==> config.mk <==
export PLATFORM = sky130hd
export DESIGN_NAME = round_sequencer
export DESIGN_NICKNAME = d
export VERILOG_FILES = /design/src/rtl/round_sequencer.sv
export SDC_FILE = /design/constraint.sdc
export NUM_CORES = 1
export LEC_CHECK = 0
export ABC_AREA = 1
export CAP_MARGIN = 20
export CORE_UTILIZATION = 25
export CTS_BUF_LIST = sky130_fd_sc_hd__clkbuf_8
export CTS_CLUSTER_DIAMETER = 120
export DETAILED_ROUTE_END_ITERATION = 10
export DONT_BUFFER_PORTS = 1
export HOLD_SLACK_MARGIN = 0.03
export PLACE_DENSITY = 0.43
export SYNTH_ARGS = -nofsm -noshare
export SYNTH_HDL_FRONTEND = slang
export SYNTH_SLANG_ARGS = --single-unit
==> constraint.sdc <==
create_clock -name Clk100M -period 1.85 [get_ports Clk100M]
set_input_delay 0.37 -clock Clk100M [delete_from_list [all_inputs] [get_ports Clk100M]]
set_output_delay 0.37 -clock Clk100M [all_outputs]
set_load 0.1 [all_outputs]
==> src/rtl/round_sequencer.sv <==
// Game sequencer for the symbol-counting game: IDLE -> (GEN -> ANSWER -> POST) x NUM_ROUNDS -> OVER,
// timed by a 1 Hz tick, scoring each round by comparing the player's count with the generated count.
module round_sequencer #(
  parameter int GEN_SECONDS    = 10,
  parameter int ANSWER_SECONDS = 5,
  parameter int POST_SECONDS   = 3,
  parameter int NUM_ROUNDS     = 5
) (
  input  logic       Clk100M,
  input  logic       Reset,
  input  logic       tick1Hz,
  input  logic       startBtn,
  input  logic       genDone,
  input  logic [6:0] symbolCount,
  input  logic [6:0] userCount,
  output logic       startGen,
  output logic       stopGen,
  output logic       answerSig,
  output logic       userCountEn,
  output logic       clearCount,
  output logic [2:0] phase,
  output logic [3:0] secondsLeft,
  output logic [3:0] roundNum,
  output logic [3:0] score,
  output logic       lastCorrect,
  output logic       gameOver
);

  typedef enum logic [2:0] {
    S_IDLE   = 3'd0,
    S_GEN    = 3'd1,
    S_ANSWER = 3'd2,
    S_POST   = 3'd3,
    S_OVER   = 3'd4
  } state_t;

  localparam logic [3:0] GEN_SEC    = 4'(GEN_SECONDS);
  localparam logic [3:0] ANSWER_SEC = 4'(ANSWER_SECONDS);
  localparam logic [3:0] POST_SEC   = 4'(POST_SECONDS);
  localparam logic [3:0] LAST_ROUND = 4'(NUM_ROUNDS);

  state_t     state, state_n;
  logic       start_prev;
  logic       start_rise;
  logic       expired;
  logic       start_gen_n, stop_gen_n, answer_sig_n, clear_count_n;
  logic [3:0] seconds_n, round_n, score_n;
  logic       last_n;

  // startPrev resets high so a button held through reset never starts a game.
  assign start_rise = startBtn & ~start_prev;
  assign expired    = tick1Hz && (secondsLeft == 4'd1);
  assign phase      = state;

  always_comb begin
    state_n       = state;
    seconds_n     = secondsLeft;
    round_n       = roundNum;
    score_n       = score;
    last_n        = lastCorrect;
    start_gen_n   = 1'b0;
    stop_gen_n    = 1'b0;
    answer_sig_n  = 1'b0;
    clear_count_n = 1'b0;
    case (state)
      S_IDLE, S_OVER: begin
        if (start_rise) begin
          state_n       = S_GEN;
          start_gen_n   = 1'b1;
          clear_count_n = 1'b1;
          round_n       = 4'd1;
          score_n       = 4'd0;
          last_n        = 1'b0;
          seconds_n     = GEN_SEC;
        end
      end
      S_GEN: begin
        // An early finish beats a simultaneous timeout, so no stop pulse is sent.
        if (genDone || expired) begin
          state_n      = S_ANSWER;
          stop_gen_n   = ~genDone;
          answer_sig_n = 1'b1;
          seconds_n    = ANSWER_SEC;
        end else if (tick1Hz) begin
          seconds_n = secondsLeft - 4'd1;
        end
      end
      S_ANSWER: begin
        if (expired) begin
          state_n   = S_POST;
          last_n    = (userCount == symbolCount);
          seconds_n = POST_SEC;
          if ((userCount == symbolCount) && (score != 4'd15)) begin
            score_n = score + 4'd1;
          end
        end else if (tick1Hz) begin
          seconds_n = secondsLeft - 4'd1;
        end
      end
      S_POST: begin
        if (expired) begin
          if (roundNum == LAST_ROUND) begin
            state_n   = S_OVER;
            seconds_n = 4'd0;
          end else begin
            state_n       = S_GEN;
            round_n       = roundNum + 4'd1;
            start_gen_n   = 1'b1;
            clear_count_n = 1'b1;
            seconds_n     = GEN_SEC;
          end
        end else if (tick1Hz) begin
          seconds_n = secondsLeft - 4'd1;
        end
      end
      default: state_n = S_IDLE;
    endcase
  end

  always_ff @(posedge Clk100M or posedge Reset) begin
    if (Reset) begin
      state       <= S_IDLE;
      start_prev  <= 1'b1;
      startGen    <= 1'b0;
      stopGen     <= 1'b0;
      answerSig   <= 1'b0;
      userCountEn <= 1'b0;
      clearCount  <= 1'b0;
      secondsLeft <= 4'd0;
      roundNum    <= 4'd0;
      score       <= 4'd0;
      lastCorrect <= 1'b0;
      gameOver    <= 1'b0;
    end else begin
      state       <= state_n;
      start_prev  <= startBtn;
      startGen    <= start_gen_n;
      stopGen     <= stop_gen_n;
      answerSig   <= answer_sig_n;
      userCountEn <= (state_n == S_ANSWER);
      clearCount  <= clear_count_n;
      secondsLeft <= seconds_n;
      roundNum    <= round_n;
      score       <= score_n;
      lastCorrect <= last_n;
      gameOver    <= (state_n == S_OVER);
    end
  end

endmodule

Yosys cells after proc, flatten, opt, wreduce, memory -nomap -nowiden --
Cells that the tools add are included.
Word-level totals: logic and storage cells 76, bits in registers 22, input bits 19, output and inout port bits 22
Cells by class: add/subtract/negate cells 3, equality and inequality tests 15, bitwise gates (word level) 3, reduce and logical (&&, ||, !) cells 12, muxes and demuxes 32
Operator list (number):
- $mux 4 | 12
- $pmux 4 s2 | 2
- $pmux 4 s4 | 1
- $mux 3 | 5
- $pmux 3 s4 | 1
- $ne 2x2->1 const B | 5
- $eq 3x2->1 const B | 3
- $mux 1 | 9
- $add 4x1->4 const B | 2
- $reduce_and 4->1 | 2
- $eq 7x7->1 | 1
- $eq 3x3->1 const B | 2
- $eq 4x1->1 const B | 1
- $eq 4x3->1 const B | 1
- $ne 4x4->1 const B | 1
- $pmux 1 s2 | 2
- $reduce_bool 2->1 | 2
- $reduce_bool 4->1 | 1
- $sub 4x1->4 const B | 1
- $eq 3x1->1 const B | 1
- $logic_not 3->1 | 1
- $reduce_and 3->1 | 1
- $logic_and 1x1->1 | 2
- $not 1->1 | 2
- other kinds (4) | 4

Logic depth before layout (Yosys ltp) --
Gate-level depths: netlist of run 1.
depth in word-level cells 6, gate-level depth with buffers 10, depth with buffers taken out 10

Worst setup path after synthesis of run 1 --
Ideal clock, no wire load.
path kind reg-to-reg, start register secondsLeft[0], end register secondsLeft[0], library setup time 0.134 ns, period minus slack after synthesis 2.067 ns, path slack -0.217 ns, stages on the path, launching flop included 9, arrival 1.933 ns, buffers on the path 0, required time 1.716 ns, path through dfrtp_1 ha_1 nand3_1 nor2_1 nor2_1 nor2_1 nand2_1 o21ai_0 nand4_1
Between the ends: cells in the longest elaborated chain, start to end 5, elaborated cells between the ends (all ways) 9, those cells by class 1 x add/sub; 1 x eq/ne; 5 x mux; 2 x reduce/logical
Ends and longest elaborated chain:
- start, declared | line 22 | output logic [3:0] secondsLeft,
- start signal, assigned | line 142 | secondsLeft <= seconds_n;
- branches (longest 4 deep; another with $sub 4x1->4)
- $pmux 4 s4 (*) | line 65 | case (state)
Mark *: on every way between the ends. A chain may end at the register's enable or synchronous reset.

Final worst setup path of run 1 --
start register secondsLeft[1], end register secondsLeft[0]
Between the ends: cells in the longest elaborated chain, start to end 5, elaborated cells between the ends (all ways) 7, those cells by class 1 x eq/ne; 4 x mux; 2 x reduce/logical
Ends and longest elaborated chain:
- $eq 4x1->1 (*) | line 52 | assign expired = tick1Hz && (secondsLeft == 4'd1);
- $logic_and 1x1->1 (*) | line 52
- $logic_or 1x1->1 | line 79 | if (genDone || expired) begin
- $mux 4 | line 79
- $pmux 4 s4 (*) | line 65
Every way passes the cells marked *; elsewhere a longest branch is shown, timed or not.

==> metrics, run 1 <==
setup violators final 0; overflow left after global routing 0; CP arrival 1770 ps; CP startpoint kind flip-flop; Starting Density 26.7%; root buffer cell clkbuf_8; final instance area 0.00174 mm^2; footprint of the multi-input gates 716 um^2; row count 26; Syn. warnings 0; final worst path period share 88.0%; Max transition margin 75.2%; P_leak 0.907 nW; setup slack after placement 244 ps; slowest cell delay on critical path 400 ps; Pins Over Slew Limit 0; setup ws final 222 ps; Util after Layout 33.3%; Yosys top cell by area dfrtp_1; register area 564 um^2; DRT iter0 DRCs 61; DRC errors left 0; HP Class in -> reg; Worst Path Required 1990 ps; gr usage total 11.7%; Synth Instances 184; CTS Buffer Depth 2; fmax 0.614 GHz; H-tree depth 1; # fillers 572; area added between synthesis and finish 24.5%; core box area 0.00524 mm^2; clock slew at reported path FFs 80 ps; Die H 76.8 um; RSZ-0062 raised after global routing no; Vias 1206; drt first pass iters 5; top-area cell type share of the netlist area 37.6%; Slew @ Worst Pin 369 ps; outcome complete, no violations; Worst path slowest cell dfrtp_2; Ant. Diodes 0; antenna-violating nets left 0; PwrDens 1690 mW/mm^2; post-synthesis sequential area ratio 39.4%; Worst Path Max Fanout 6; clock sink count 22; die footprint 0.00590 mm^2; layout cells sized above 1 27.5%; WL final 3100 um; hpwl dp 2430 um; Final Critical Period 1630 ps; clk_skew 7.45 ps; CP cell instances inv_1, ha_1, nand3_1, nor2_1, nor2_1, nor2_1, nand2_1, o21ai_0, nand4_1; GP Congestion 0.776; initial antenna violation count 0; boundary pin count 41; Crit path max-delay family simple AND/OR/NAND/NOR gates; setup tns final 0 ps; endpoint class of the critical path flip-flop; port bufs 0; Peak VDD IR 0.000882 V; Max-Cap Viols 0; number of buffers created by CTS 3; CTS tree done; CP bufs+invs 1; post-synthesis cell type count 27; ranking of synthesized cells by area dfrtp_1 38%, nand2_1 13%, inv_1 7.5%; Nets 236; critical path class reg -> reg; Most common cell on crit path nor2_1; Mapped Area 0.00140 mm^2; largest net degree at the start of global routing 23; Avg Cell Area, Syn 7.60 um^2; placed cell areas 0.00168 mm^2; Hold Vio Cnt, Final 0; drt wl/cell 11.0 um; Hold Slack 102 ps; post-DR vias/cell 4.29; vias in the first global route 1232; post-synth net total 208; first-pass GRT wire length 5590 um; worst skew pair latency 260 ps; #FFs+latches synth 22; chip width 76.8 um
## stage by stage
step,total power [mW],std cells
CTS,2.97,281
floorplan,2.22,184
global placement,2.61,276
global route,3.13,281
detailed placement,2.61,276
finish,2.94,281
## path summary, 6_finish.rpt
| path | start | to | slack, ps | cells past startpoint |
|---|---|---|---|---|
| max | secondsLeft[1]$_DFFE_PP0P_ | secondsLeft[0]$_DFFE_PP0P_ | 220 | 9 |
| min | startBtn | start_prev$_DFF_PP1_ | 100 | 0 |
| max reg2reg | secondsLeft[1]$_DFFE_PP0P_ | secondsLeft[0]$_DFFE_PP0P_ | 220 | 9 |
| min reg2reg | phase[2]$_DFF_PP0_ | phase[2]$_DFF_PP0_ | 540 | 1 |
| max in group asynchronous | Reset | start_prev$_DFF_PP1_ | 980 | 3 |
| min in group asynchronous | Reset | phase[1]$_DFF_PP0_ | 590 | 3 |
## power by group
group	leakage, nW	internal [mW]	total, mW	switching [mW]
Combinational	0.609	0.431	1.88	1.45
Clock	0.0288	0.190	0.347	0.157
Sequential	0.269	0.614	0.717	0.102
Total	0.907	1.24	2.94	1.71
## final cells by class
cell class              instances  share of cell area [%]
clock buffers                   4                    3.16
inverters                      33                    7.11
well taps                      70                    5.03
repair buffers                 24                    11.2
multi-input cells             128                    41.1
flip-flops and latches         22                    32.4
## registers in the layout, summed over array words and instances (netlist names), 3 cells and up
name and flops:
score 4, secondsLeft 4, roundNum 4, phase 3
## layer usage
layer,routed length (um),track usage [%],up-vias
li1,-,-,629
met1,1450,15.2,537
met2,1440,19.1,38
met3,192,3.57,2
met4,15,2.31,0
met5,0,0,-
## cells by family (layout without fill, tap and decap cells)
| logic type | count (synthesis) | count (layout) | synth area share (%) |
|---|---|---|---|
| adders and majority gates | 5 | 5 | 4.47 |
| buffers and inverters | 34 | 61 | 9.39 |
| DFF | 22 | 22 | 39.4 |
| xor gates and xnor gates | 7 | 7 | 4.38 |
| AOI/OAI and AO/OA | 23 | 23 | 10.3 |
| and+or+nand+nor | 93 | 93 | 32.0 |
## worst register-to-register path: stages (launching register included)
cell and delay (ps):
dfrtp_2 400, inv_1 70, ha_1 180, nand3_1 80, nor2_1 300, nor2_1 100
nor2_1 140, nand2_1 70, o21ai_0 70, nand4_1 90
## what timing repair did
action,in CTS,in global routing
resized for setup,0,0
hold buffers,1,0
setup buffers,0,0
endpoints found under the hold margin,7,0
## Yosys cell counts
cell type	instances
xor2_1	3
o211ai_1	1
nand2_1	47
o21ai_2	1
nand3_2	2
o22ai_1	1
dfstp_2	1
nand4_1	2
o31ai_1	3
a21oi_1	6
nand3_4	1
nor3_1	3
a21oi_4	1
o21ai_0	9
xnor2_1	4
inv_2	5
nor2_4	2
dfrtp_1	21
nand2_2	3
nor2_1	17
nand2_4	3
ha_1	5
a22oi_1	1
inv_1	28
buf_4	1
nor2_2	2
nand3_1	11
## layout by cell type (no fill, tap or decap), drive strengths merged
cell type / netlist / layout
nor2: 21 / 21
buf: 1 / 23
a22oi: 1 / 1
a21oi: 7 / 7
o211ai: 1 / 1
o31ai: 3 / 3
inv: 33 / 33
nand2: 53 / 53
dfrtp: 21 / 21
ha: 5 / 5
nand3: 14 / 14
xor2: 3 / 3
clkbuf: 0 / 4
nor3: 3 / 3
xnor2: 4 / 4
dfstp: 1 / 1
o22ai: 1 / 1
o21ai: 10 / 10
dlygate4sd3: 0 / 1
nand4: 2 / 2
Note: power is estimated with default switching activity, not from simulation.
==> run 2, diff against run 1 <==
CORE_MARGIN = 2   (was default)
CORE_UTILIZATION = 40   (was 25)
PLACE_DENSITY = 0.59   (was 0.43)
==> run 2 against run 1 <==
Worst setup slack gained 26 ps. Global-route usage grew 3.2 points. Power shrank 2.7%. Via count shrank 0.58%. Register-to-register slack gained 30 ps.
==> metrics, run 2 (synthesized netlist as in run 1, its figures left out) <==
outcome complete, no violations; CP arrival 1730 ps; critical path class reg -> reg; RSZ-0062 raised after global routing no; most frequent cells in the layout 47 x nand2_1, 29 x inv_1, 21 x buf_4, 16 x nor2_1; clk_skew 2.06 ps; Max-Cap Viols 0; final cell count without fillers 255; antenna-violating nets left 0; H-tree depth 1; launch point of the worst reg-to-reg path secondsLeft[1]$_DFFE_PP0P_; placed cell areas 0.00164 mm^2; worst skew pair latency 250 ps; number of buffers created by CTS 3; Worst Path Required 1980 ps; Pins Over Slew Limit 0; Vias 1199; die footprint 0.00399 mm^2; reg-to-reg endpoint secondsLeft[0]$_DFFE_PP0P_; R2R setup slack 250 ps; Most common cell on crit path nor2_1; setup bufs post-CTS 0; post-DR vias/cell 4.70; port bufs 0; Crit path max-delay family simple AND/OR/NAND/NOR gates; gr usage total 14.9%; endpoint class of the critical path flip-flop; PwrDens 1700 mW/mm^2; most common cell after layout, fill and taps aside nand2_1; Die H 63.1 um; GP Congestion 0.834; Util after Layout 50.5%; Peak VDD IR 0.000812 V; Final Critical Period 1600 ps; Hold Vio Cnt, Final 0; area added between synthesis and finish 20.6%; CTS tree done; clock slew at reported path FFs 80 ps; chip width 63.1 um; hpwl dp 2290 um; layout cells sized above 1 27.3%; initial antenna violation count 0; vias in the first global route 1215; P_leak 0.896 nW; overflow left after global routing 0; cts repair resizes 0; Tot Pwr 2.86 mW; fmax 0.624 GHz; setup tns final 0 ps; largest net degree at the start of global routing 23; DRC errors left 0; Nets 234; Worst Reg-to-Reg Cells 9; CP startpoint kind flip-flop; Post-Place Cells 251; Max transition margin 76.9%; core box area 0.00334 mm^2; largest registers roundNum: 4 flops, score: 4 flops, secondsLeft: 4 flops; Slew @ Worst Pin 342 ps; boundary pin count 41; Worst path slowest cell dfrtp_2; final instance area 0.00169 mm^2; clock sink count 22; row count 21; root buffer cell clkbuf_8; HP Class in -> async; Post-CTS Hold Buffers 0; CTS Buffer Depth 2; Worst Path Max Fanout 6; Starting Density 41.9%; final worst path period share 86.6%; CP cell instances inv_1, ha_1, nand3_1, nor2_2, nor2_1, nor2_1, nand2_1, o21ai_0, nand4_1; # fillers 335; first-pass GRT wire length 4850 um; WL final 2750 um; CP bufs+invs 1; setup violators final 0; drt wl/cell 10.8 um; slowest cell delay on critical path 400 ps; Ant. Diodes 0; drt first pass iters 6; DRT iter0 DRCs 40
## run 2: cell count changes in the layout (fill, tap and decap cells not counted), sizes merged
cell         change
dlygate4sd3      -1
clkbuf           -1
buf              -1
inv              +1
## run 2: final cells by class
cell class | count | area, um^2 | area share [%]
multi-input cells | 128 | 718 | 42.6
flip-flops and latches | 22 | 564 | 33.5
repair buffers | 22 | 178 | 10.5
inverters | 33 | 124 | 7.34
well taps | 46 | 57.6 | 3.41
clock buffers | 3 | 41.3 | 2.45
clock inverters | 1 | 3.75 | 0.223
## run 2: worst max-delay path by stage
stage                                  to  cells after the start                       start  slack, ps
2_1_floorplan  secondsLeft[1]$_DFFE_PP0P_                      7     roundNum[2]$_DFFE_PP0P_         30
3_3_place_gp   secondsLeft[0]$_DFFE_PP0P_                      9  secondsLeft[1]$_DFFE_PP0P_        240
3_5_place_dp   secondsLeft[0]$_DFFE_PP0P_                      9  secondsLeft[1]$_DFFE_PP0P_        150
4_1_cts        secondsLeft[0]$_DFFE_PP0P_                      9  secondsLeft[1]$_DFFE_PP0P_        130
5_1_grt        secondsLeft[0]$_DFFE_PP0P_                      9  secondsLeft[1]$_DFFE_PP0P_         50
6_report       secondsLeft[0]$_DFFE_PP0P_                      9  secondsLeft[1]$_DFFE_PP0P_        250
## run 2: through the flow
stage / hold WS, ps / setup WS (ps)
6_report: 31.2 / 248
3_3_place_gp: 313 / 241
2_1_floorplan: 358 / 28.1
5_1_grt: 50.3 / 54.2
4_1_cts: 35.9 / 134
3_5_place_dp: 318 / 147
## run 2: per-layer routing
metal / global-route usage, % / vias up / part of all wire, %
met2: 26.7 / 22 / 51
met4: 4.72 / 0 / 0.98
li1: - / 625 / -
met5: 0 / - / 0
met1: 17.3 / 548 / 43
met3: 3.75 / 4 / 4.9
## run 2: report_power, final
group | switching, mW | internal (mW) | leakage, nW
sequential | 0.104 | 0.615 | 0.269
combinational | 1.43 | 0.422 | 0.600
clock | 0.145 | 0.148 | 0.0269
==> run 3, diff against run 2 <==
CORE_MARGIN = default   (was 2)
==> run 3 against run 2 <==
The run now ends with design-rule violations left. Clock power rose by 3%. Critical endpoint unchanged. Critical path depth did not move. Fmax is 2.8% lower. Global-route usage grew 2.1 points. Largest cell class unchanged.
==> metrics, run 3 (synthesized netlist as in run 1, its figures left out) <==
outcome finished with violations; failing checks design-rule violations; worst skew pair latency 260 ps; setup slack after placement 106 ps; drt wl/cell 11.0 um; Max transition margin 75.3%; Hold Slack 100 ps; most common cell after layout, fill and taps aside nand2_1; overflow left after global routing 0; met3 usage 3.36%; setup bufs post-CTS 0; Max-Cap Viols 0; DRC errors left 2; R2R setup slack 200 ps; core box area 0.00334 mm^2; Slew @ Worst Pin 366 ps; setup tns final 0 ps; die footprint 0.00374 mm^2; Most Used Layer, Global Route met2; Peak VDD IR 0.000635 V; clock sink count 22; clk_skew 4.18 ps; Post-Place Cells 251; WL final 2810 um; vias in the first global route 1172; CP arrival 1790 ps; final instance area 0.00170 mm^2; post-DR vias/cell 4.81; area added between synthesis and finish 21.3%; final cell count without fillers 256; fmax 0.607 GHz; critical path class reg -> reg; Vias 1232; DRT iter0 DRCs 21; chip width 61.1 um; GR Util met1 19.3%; antenna-violating nets left 0; clock slew at reported path FFs 80 ps; Die H 61.1 um; PwrDens 1690 mW/mm^2; hpwl dp 2270 um; endpoint class of the critical path flip-flop; number of buffers created by CTS 3; root buffer cell clkbuf_8; GP Congestion 0.827; Worst Path Required 1990 ps; gr usage total 17.0%; met2 global-route usage 31.2%; Ant. Diodes 0; H-tree depth 1; initial antenna violation count 0; row count 21; final worst path period share 89.1%; Nets 235; largest registers roundNum: 4 flops, score: 4 flops, secondsLeft: 4 flops; Util after Layout 50.8%; most frequent cells in the layout 47 x nand2_1, 29 x inv_1, 21 x buf_4, 16 x nor2_1; CTS Buffer Depth 2; Final Critical Period 1650 ps; Starting Density 41.9%; placed cell areas 0.00164 mm^2; RSZ-0062 raised after global routing no; Hold Vio Cnt, Final 0; HP Class in -> reg; CTS tree done; setup violators final 0; port bufs 0; largest net degree at the start of global routing 23; Pins Over Slew Limit 0; setup ws final 202 ps; P_leak 0.901 nW; layout cells sized above 1 27.1%; boundary pin count 41; Tot Pwr 2.87 mW; first-pass GRT wire length 4700 um; Worst Path Max Fanout 6; CP startpoint kind flip-flop; drt first pass iters 7
run 3: where the power goes:
| group | total, mW | internal [mW] | switching (mW) | leakage (nW) |
|---|---|---|---|---|
| registers | 0.721 | 0.615 | 0.107 | 0.269 |
| clock network | 0.302 | 0.148 | 0.154 | 0.0269 |
| logic | 1.85 | 0.421 | 1.43 | 0.604 |
| total | 2.87 | 1.18 | 1.69 | 0.901 |
run 3: layer usage:
metal | wire length (um) | vias up
li1 | - | 629
met1 | 1240 | 575
met2 | 1410 | 23
met3 | 110 | 5
met4 | 47 | 0
met5 | 0 | -
run 3: final cells by class:
| type | count | area (um^2) |
|---|---|---|
| clock inverter | 1 | 3.75 |
| inverter | 33 | 124 |
| clock buffer | 3 | 41.3 |
| multi-input combinational | 128 | 718 |
| fill | 342 | 1640 |
| timing repair buffer | 23 | 188 |
| tap | 46 | 57.6 |
| sequential | 22 | 564 |
run 3: final timing paths:
check | startpoint | to | depth (start not counted)
setup / recovery | secondsLeft[1]$_DFFE_PP0P_ | secondsLeft[0]$_DFFE_PP0P_ | 9
hold / removal | startBtn | start_prev$_DFF_PP1_ | 0
setup reg to reg | secondsLeft[1]$_DFFE_PP0P_ | secondsLeft[0]$_DFFE_PP0P_ | 9
hold reg to reg | phase[2]$_DFF_PP0_ | phase[2]$_DFF_PP0_ | 1
max in group asynchronous | Reset | start_prev$_DFF_PP1_ | 3
min in group asynchronous | Reset | score[0]$_DFFE_PP0P_ | 3
run 3: what timing repair did:
action / in CTS / in global routing
gates resized for setup: 0 / 1
endpoints found under the hold margin: 21 / 0
hold buffers: 1 / 0
endpoints found under the setup margin: 0 / 2
run 3: critical path, stage by stage, from the launching register on:
cell and delay (ps):
dfrtp_2 400, inv_1 130, ha_1 210, nand3_1 100, nor2_2 230, nor2_1 90
nor2_1 130, nand2_1 60, o21ai_0 70, nand4_1 100
